$ cat src/rtl/stop_watch_lap_pkg.sv
// rtl/stop_watch_lap_pkg.sv - shared types, widths and 7-seg lookup for the lap stopwatch
// Purpose: FSM state encoding, BCD digit width and the digit-to-segment decoder
//          shared by the stopwatch top and its digit counters.
// Ports:   none (package).
package stop_watch_lap_pkg;

    typedef enum logic [1:0] {
        ST_IDLE   = 2'd0,
        ST_RUN    = 2'd1,
        ST_STOP   = 2'd2,
        ST_RECALL = 2'd3
    } sw_state_e;

    localparam int BCD_W      = 4;
    localparam int NUM_DIGITS = 4;
    localparam int TIME_W     = BCD_W * NUM_DIGITS;
    localparam int SEG_W      = 7;

    // Segment order is {g,f,e,d,c,b,a}; the table is active-high and is
    // inverted on the way out for common-anode displays.
    function automatic logic [SEG_W-1:0] bcd_to_7seg(input logic [BCD_W-1:0] digit,
                                                     input logic              active_low);
        logic [SEG_W-1:0] seg;
        case (digit)
            4'd0:    seg = 7'h3F;
            4'd1:    seg = 7'h06;
            4'd2:    seg = 7'h5B;
            4'd3:    seg = 7'h4F;
            4'd4:    seg = 7'h66;
            4'd5:    seg = 7'h6D;
            4'd6:    seg = 7'h7D;
            4'd7:    seg = 7'h07;
            4'd8:    seg = 7'h7F;
            4'd9:    seg = 7'h6F;
            default: seg = 7'h00;
        endcase
        return active_low ? ~seg : seg;
    endfunction

endpackage

$ cat src/rtl/sw_bcd_digit.sv
// rtl/sw_bcd_digit.sv - one mod-10 BCD counter digit with enable, clear and carry out
// Purpose: a single decade of the SS.hh time; chained via o_carry -> i_en of the next digit.
// Ports:   clk     - system clock
//          i_clr   - synchronous clear to 0 (dominates i_en)
//          i_en    - count enable for this cycle
//          o_q     - current digit value 0..9
//          o_carry - combinational: enabled while at 9, i.e. this digit wraps this cycle
module sw_bcd_digit
    import stop_watch_lap_pkg::*;
(
    input  logic             clk,
    input  logic             i_clr,
    input  logic             i_en,
    output logic [BCD_W-1:0] o_q,
    output logic             o_carry
);

    logic [BCD_W-1:0] r_q;
    logic             w_at_nine;

    assign w_at_nine = (r_q == BCD_W'(9));

    always_ff @(posedge clk) begin
        if (i_clr) begin
            r_q <= '0;
        end else if (i_en) begin
            r_q <= w_at_nine ? '0 : r_q + BCD_W'(1);
        end
    end

    // Combinational carry so the whole chain ripples in one cycle.
    assign o_carry = i_en && w_at_nine;
    assign o_q     = r_q;

endmodule

$ cat src/rtl/stop_watch_lap.sv
// rtl/stop_watch_lap.sv - SS.hh stopwatch with lap ring buffer, lap recall and overflow flag
// Purpose: turns four debounced active-low pushbuttons into a running/stopped SS.hh
//          time with LAP_DEPTH stored laps, and drives four 7-seg digits.
// Ports:   clk, rst                      - clock, synchronous active-high reset
//          sw_start_stop/clear/lap/recall - debounced buttons, pressed = 0
//          sec_tens/sec_ones/hund_tens/hund_ones_7seg - registered {g..a} digit drives
//          lap_count, lap_full           - stored laps, buffer full
//          running, overflow             - in RUN, sticky 99.99 -> 00.00 wrap seen
module stop_watch_lap
    import stop_watch_lap_pkg::*;
#(
    parameter int CLK_DIV        = 500000,
    parameter int LAP_DEPTH      = 4,
    parameter int SEG_ACTIVE_LOW = 1
) (
    input  logic                           clk,
    input  logic                           rst,
    input  logic                           sw_start_stop,
    input  logic                           sw_clear,
    input  logic                           sw_lap,
    input  logic                           sw_recall,
    output logic [SEG_W-1:0]               sec_tens_7seg,
    output logic [SEG_W-1:0]               sec_ones_7seg,
    output logic [SEG_W-1:0]               hund_tens_7seg,
    output logic [SEG_W-1:0]               hund_ones_7seg,
    output logic [$clog2(LAP_DEPTH+1)-1:0] lap_count,
    output logic                           lap_full,
    output logic                           running,
    output logic                           overflow
);

    localparam int   CNT_W   = $clog2(LAP_DEPTH + 1);
    localparam int   PTR_W   = (LAP_DEPTH > 1) ? $clog2(LAP_DEPTH) : 1;
    localparam int   PRE_W   = $clog2(CLK_DIV);
    localparam logic ACT_LOW = (SEG_ACTIVE_LOW != 0);

    // Button bit order used throughout: [0] start_stop, [1] clear, [2] lap, [3] recall.
    localparam int B_SS  = 0;
    localparam int B_CLR = 1;
    localparam int B_LAP = 2;
    localparam int B_REC = 3;

    logic [3:0] w_pins;
    logic [3:0] r_sync1;
    logic [3:0] r_sync2;
    logic [3:0] r_prev;
    logic [3:0] w_press;

    sw_state_e r_state;
    sw_state_e w_state_nxt;
    logic      w_go_clear;
    logic      w_lap_push;
    logic      w_recall_enter;
    logic      w_recall_adv;

    logic [PRE_W-1:0]  r_presc;
    logic              w_tick;
    logic              w_digit_clr;
    logic [NUM_DIGITS:0] w_en;
    logic [BCD_W-1:0]  w_digit [NUM_DIGITS];
    logic [TIME_W-1:0] w_time;
    logic              r_overflow;

    logic [TIME_W-1:0] r_lap [LAP_DEPTH];
    logic [PTR_W-1:0]  r_wr_ptr;
    logic [PTR_W-1:0]  r_rd_ptr;
    logic [CNT_W-1:0]  r_rd_idx;
    logic [CNT_W-1:0]  r_count;
    logic              w_full;
    logic [PTR_W-1:0]  w_oldest;
    logic [TIME_W-1:0] w_disp;

    logic [SEG_W-1:0]  r_seg3;
    logic [SEG_W-1:0]  r_seg2;
    logic [SEG_W-1:0]  r_seg1;
    logic [SEG_W-1:0]  r_seg0;

    function automatic logic [PTR_W-1:0] ptr_inc(input logic [PTR_W-1:0] p);
        return (p == PTR_W'(LAP_DEPTH - 1)) ? '0 : p + PTR_W'(1);
    endfunction

    // Synchroniser plus edge detect. Reset to the released level so that
    // pins sitting high after reset never look like a press.
    assign w_pins = {sw_recall, sw_lap, sw_clear, sw_start_stop};

    always_ff @(posedge clk) begin
        if (rst) begin
            r_sync1 <= '1;
            r_sync2 <= '1;
            r_prev  <= '1;
        end else begin
            r_sync1 <= w_pins;
            r_sync2 <= r_sync1;
            r_prev  <= r_sync2;
        end
    end

    assign w_press = r_prev & ~r_sync2;

    assign w_full = (r_count == CNT_W'(LAP_DEPTH));

    always_ff @(posedge clk) begin
        if (rst) begin
            r_state <= ST_IDLE;
        end else begin
            r_state <= w_state_nxt;
        end
    end

    // Events that are ignored in the current state do not block lower-priority
    // ones; among events that do apply, clear > start_stop > lap > recall.
    always_comb begin
        w_state_nxt    = r_state;
        w_go_clear     = 1'b0;
        w_lap_push     = 1'b0;
        w_recall_enter = 1'b0;
        w_recall_adv   = 1'b0;
        case (r_state)
            ST_IDLE: begin
                if (w_press[B_CLR]) begin
                    w_go_clear = 1'b1;
                end else if (w_press[B_SS]) begin
                    w_state_nxt = ST_RUN;
                end
            end
            ST_RUN: begin
                if (w_press[B_SS]) begin
                    w_state_nxt = ST_STOP;
                end else if (w_press[B_LAP]) begin
                    w_lap_push = 1'b1;
                end
            end
            ST_STOP: begin
                if (w_press[B_CLR]) begin
                    w_go_clear  = 1'b1;
                    w_state_nxt = ST_IDLE;
                end else if (w_press[B_SS]) begin
                    w_state_nxt = ST_RUN;
                end else if (w_press[B_REC] && (r_count != '0)) begin
                    w_recall_enter = 1'b1;
                    w_state_nxt    = ST_RECALL;
                end
            end
            ST_RECALL: begin
                if (w_press[B_CLR]) begin
                    w_go_clear  = 1'b1;
                    w_state_nxt = ST_IDLE;
                end else if (w_press[B_REC]) begin
                    if (r_rd_idx == r_count - CNT_W'(1)) begin
                        w_state_nxt = ST_STOP;
                    end else begin
                        w_recall_adv = 1'b1;
                    end
                end
            end
            default: w_state_nxt = ST_IDLE;
        endcase
    end

    // Prescaler only advances in RUN and keeps its phase across a pause,
    // so stop/resume does not lose or gain fractions of a hundredth.
    assign w_tick = (r_state == ST_RUN) && (r_presc == PRE_W'(CLK_DIV - 1));

    always_ff @(posedge clk) begin
        if (rst || w_go_clear) begin
            r_presc <= '0;
        end else if (r_state == ST_RUN) begin
            r_presc <= w_tick ? '0 : r_presc + PRE_W'(1);
        end
    end

    // Digit 0 is hundredths-ones; each carry enables the next decade.
    assign w_digit_clr = rst || w_go_clear;
    assign w_en[0]     = w_tick;

    for (genvar gi = 0; gi < NUM_DIGITS; gi++) begin : g_digit
        sw_bcd_digit u_digit (
            .clk     (clk),
            .i_clr   (w_digit_clr),
            .i_en    (w_en[gi]),
            .o_q     (w_digit[gi]),
            .o_carry (w_en[gi+1])
        );
    end

    assign w_time = {w_digit[3], w_digit[2], w_digit[1], w_digit[0]};

    always_ff @(posedge clk) begin
        if (rst || w_go_clear) begin
            r_overflow <= 1'b0;
        end else if (w_en[NUM_DIGITS]) begin
            r_overflow <= 1'b1;
        end
    end

    // Ring buffer: once full, wr_ptr also points at the oldest entry.
    assign w_oldest = w_full ? r_wr_ptr : '0;

    always_ff @(posedge clk) begin
        if (rst || w_go_clear) begin
            r_wr_ptr <= '0;
            r_rd_ptr <= '0;
            r_rd_idx <= '0;
            r_count  <= '0;
        end else begin
            if (w_lap_push) begin
                r_wr_ptr <= ptr_inc(r_wr_ptr);
                if (!w_full) begin
                    r_count <= r_count + CNT_W'(1);
                end
            end
            if (w_recall_enter) begin
                r_rd_ptr <= w_oldest;
                r_rd_idx <= '0;
            end else if (w_recall_adv) begin
                r_rd_ptr <= ptr_inc(r_rd_ptr);
                r_rd_idx <= r_rd_idx + CNT_W'(1);
            end
        end
    end

    // Stores the time before any coincident tick lands.
    always_ff @(posedge clk) begin
        if (w_lap_push) begin
            r_lap[r_wr_ptr] <= w_time;
        end
    end

    assign w_disp = (r_state == ST_RECALL) ? r_lap[r_rd_ptr] : w_time;

    always_ff @(posedge clk) begin
        if (rst) begin
            r_seg3 <= bcd_to_7seg('0, ACT_LOW);
            r_seg2 <= bcd_to_7seg('0, ACT_LOW);
            r_seg1 <= bcd_to_7seg('0, ACT_LOW);
            r_seg0 <= bcd_to_7seg('0, ACT_LOW);
        end else begin
            r_seg3 <= bcd_to_7seg(w_disp[15:12], ACT_LOW);
            r_seg2 <= bcd_to_7seg(w_disp[11:8], ACT_LOW);
            r_seg1 <= bcd_to_7seg(w_disp[7:4], ACT_LOW);
            r_seg0 <= bcd_to_7seg(w_disp[3:0], ACT_LOW);
        end
    end

    assign sec_tens_7seg  = r_seg3;
    assign sec_ones_7seg  = r_seg2;
    assign hund_tens_7seg = r_seg1;
    assign hund_ones_7seg = r_seg0;
    assign lap_count      = r_count;
    assign lap_full       = w_full;
    assign running        = (r_state == ST_RUN);
    assign overflow       = r_overflow;

endmodule
$ cat config.mk
export PLATFORM = sky130hd
export DESIGN_NAME = stop_watch_lap
export DESIGN_NICKNAME = d
export VERILOG_FILES = /design/src/rtl/stop_watch_lap_pkg.sv /design/src/rtl/sw_bcd_digit.sv /design/src/rtl/stop_watch_lap.sv
export SDC_FILE = /design/constraint.sdc
export NUM_CORES = 1
export LEC_CHECK = 0
export ABC_AREA = 1
export CAP_MARGIN = 20
export CORE_MARGIN = 5
export CORE_UTILIZATION = 40
export CTS_BUF_LIST = sky130_fd_sc_hd__clkbuf_2
export CTS_CLUSTER_SIZE = 24
export DETAILED_ROUTE_END_ITERATION = 10
export SYNTH_ARGS = -nofsm -noshare
export SYNTH_HDL_FRONTEND = slang
export SYNTH_HIERARCHICAL = 1
export SYNTH_SLANG_ARGS = --single-unit
$ cat constraint.sdc
create_clock -name clk -period 3.13 [get_ports clk]
set_clock_uncertainty 0.05 [all_clocks]
set_input_delay 0.626 -clock clk [delete_from_list [all_inputs] [get_ports clk]]
set_output_delay 0.626 -clock clk [all_outputs]
set_load 0.005 [all_outputs]
==> impl_metrics.py <==
metrics = {
    "routing": {
        "routed_wl_mm": 15.3,
        "routed_via_density": 4.73,
        "drc": 1,
        "wl_per_cell_um": 13.1,
        "final_antenna_net_count": 0,
        "dr.pass1.iters": 8,
        "drtIter0Drc": 363,
        "via_count": 5545,
    },
    "synth": {
        "muxShareOfSynthArea_pct": 0,
        "syn_inst": 879,
        "ys_ff_latch": 154,
        "yosys.area_share.simple_pct": 28.3,
        "synth_fp_nets": 915,
        "synth_fa_ha_area_share_pct": 5.14,
        "synth_top_family_by_area": "simple AND/OR/NAND/NOR gates",
        "synth_edf_count": 64,
        "ys.flop_type": "dfxtp_1",
        "synth-compound-area-share_pct": 6.82,
        "synth.yosys.seq_area_share_pct": 51.0,
        "synth_xor_area_share_pct": 0.480,
        "ys_types": 40,
        "synth_warnings": 6,
        "avgSynthCellArea_sq_um": 8.30,
        "synthesis.area_sq_um": 7300,
        "synthArstFlopShare_pct": 0,
    },
    "cts": {
        "htreeDepth": 4,
        "cts_root_buf": "clkbuf_2",
        "clk_pin_slew_ns": 0.23,
        "cts_inserted_buffers": 17,
        "cts_hold_buf": 0,
        "clk_latency_ns": 0.72,
        "cts_resized": 0,
        "cts.path.max_buffers": 2,
        "post_cts_buffers": 0,
        "clkSinkCount": 154,
        "tritoncts": "yes",
    },
    "setup_path": {
        "required_ns": 2.45,
        "cp-startpoint": "lap_count[0]",
        "r2r_cells": 14,
        "max_stage_delay_ns": 0.48,
        "path_max_fanout": 5,
        "reg2reg_to": "g_digit[3].u_digit/o_q[3]",
        "path_class": "reg2out",
        "cp-endpoint": "lap_full",
        "critical_path.cell_chain": "inv_1 -> ha_1 -> nand2_1 -> inv_1 -> clkdlybuf4s50_1",
        "reg2reg_from": "r_presc[0]",
        "crit_path_frequent_cell": "inv_1",
        "r2r_setup_slack_ns": 0.35,
        "critical_path.top_delay_family": "buffers and inverters",
        "cpMaxStageDelayCell": "dfxtp_1",
        "start_kind": "register",
        "crit_path_end_kind": "output pin",
        "crit_arrival_ns": 2.16,
        "critPathBufInv": 3,
        "crit_cells": 5,
    },
    "status": {
        "violations": "DRC",
        "status": "complete, but fails checks",
    },
    "pwr": {
        "switching_share_pct": 26.5,
        "p_int_mw": 2.79,
        "p_leak_nw": 3.45,
        "sequentialPowerShare_pct": 56.6,
        "p_total_mw": 3.80,
        "p_comb_share_pct": 9.9,
        "clkPwrFrac_pct": 33.4,
        "power.switching_mw": 1.01,
        "ir_worst_vdd_v": 0.000254,
        "p_per_area_nw_per_um2": 461,
    },
    "sta": {
        "finalMaxSlewViolations": 0,
        "finalSetupTns_ns": 0,
        "setup_ws_ns": 0.293,
        "timing.final.crit_share_pct": 90.6,
        "tightest_slew_ns": 0.575,
        "fin_crit_ns": 2.84,
        "rsz0062_at_grt": "no",
        "hold_viol": 0,
        "slew_headroom_pct": 61.6,
        "setup_viol": 0,
        "hold_ws_ns": 0.392,
        "fmax_mhz": 353,
    },
    "floorplanning": {
        "rows": 49,
        "die-area_sq_um": 21000,
        "core_sq_um": 18000,
        "die-width_um": 145,
        "start_util_pct": 40.6,
        "die_y_um": 145,
        "ios": 40,
    },
    "job": {
        "drv_cap": 0,
    },
    "grt": {
        "grt_use_met1_pct": 20.3,
        "grt_util_all_layers_pct": 14.9,
        "grt_overflow": 0,
        "met2_usage_pct": 23.9,
        "grt_pass1_wl_mm": 25.8,
        "grt_max_degree": 37,
        "grt_pass1_vias": 5224,
        "grt_antenna_before_repair": 1,
        "grt_use_met3_pct": 3.71,
        "busiest_layer": "met2",
    },
    "place": {
        "globalplace.congestion": 0.891,
        "dpl.hpwl_mm": 10.4,
        "dpl.cell_count": 1139,
        "place_ws_ns": 0.134,
        "port_buffers": 39,
    },
    "final_layout": {
        "num-nets-final": 965,
        "syn_to_final_growth_pct": 12.8,
        "drive_above_1_share_pct": 11.5,
        "layout.cells.non_filler": 1172,
    },
    "min_path": {
        "hp-class": "reg2reg",
        "hold_path_depth": 1,
    },
}
metrics by stage:
stage	utilization [%]	instance area [sq um]
final	45.9	8240
after global routing	45.9	8240
after CTS	45.8	8230
after detailed placement	44.2	7940
after global placement	44.2	7940
after floorplan	-	7300
cell families after synthesis:
group	Yosys count
DFF	154
adders and majority gates	30
xor gates and xnor gates	4
buffers and inverters	147
AOI/OAI and AO/OA	87
and+or+nand+nor	457
worst min-delay path by stage:
stage          startpoint    endpoint  slack [ns]
2_1_floorplan  r_sync1[0]  r_sync2[0]        0.34
3_3_place_gp   r_sync1[2]  r_sync2[2]        0.35
3_5_place_dp   r_sync1[0]  r_sync2[0]        0.35
4_1_cts         sw_recall  r_sync1[3]        0.33
5_1_grt         sw_recall  r_sync1[3]        0.33
6_report       r_sync1[0]  r_sync2[0]        0.39
registers in the layout (all words and copies together), names as in the netlist, 3 cells and up, named ones only:
signal,count
r_lap,64
sec_ones_7seg,7
lap_count,3
sec_tens_7seg,7
hund_ones_7seg,7
r_prev,4
r_sync1,4
r_rd_idx,3
g_digit.u_digit/o_q,16
r_presc,19
hund_tens_7seg,7
r_sync2,4
cells in the mapped netlist, drive strengths merged (5+ instances only):
master | instances | share of area, %
nand3 | 93 | 7.0
dfxtp | 90 | 25
nor3 | 7 | 0.55
or2 | 20 | 1.7
nor2 | 103 | 5.6
a21oi | 44 | 3.4
inv | 128 | 6.7
ha | 30 | 5.1
nand2 | 218 | 12
clkbuf | 5 | 0.26
buf | 14 | 1.3
edfxtp | 64 | 26
nand4 | 10 | 1.1
o21ai | 33 | 2.5
per-layer routing:
metal	wire length (um)	share of wire (%)	up-vias
li1	-	-	2924
met1	7590	50	2504
met2	6910	45	103
met3	647	4.2	14
met4	165	1.1	0
met5	0	0	-
cell usage in the layout, fill, tap and decap left out, drive strengths merged, types with 7 or more instances in the layout:
cell	count
ha	30
clkinv	7
nand3	93
buf	11
edfxtp	64
or2	20
inv	132
clkdlybuf4s50	39
o21ai	33
a21oi	44
nand4	10
dfxtp	90
nor3	7
clkbuf	17
nand2	218
nor2	103
final cells by class:
type,count,area (sq um)
repair buffers,50,473
clock inverters,15,196
diodes,1,2.50
well taps,229,287
inverters,128,485
clock buffers,17,85.1
multi-input cells,578,2980
fillers,1792,9730
flip-flops and latches,154,3720
power by group through the flow:
stage	clock network (mW)	registers, mW	logic (mW)
2_1_floorplan	0	2.19	0.263
4_1_cts	1.31	2.15	0.379
6_report	1.27	2.15	0.377
3_3_place_gp	0	2.19	0.379
5_1_grt	1.39	2.16	0.426
3_5_place_dp	0	2.19	0.377
(Power assumes the default switching activity.)
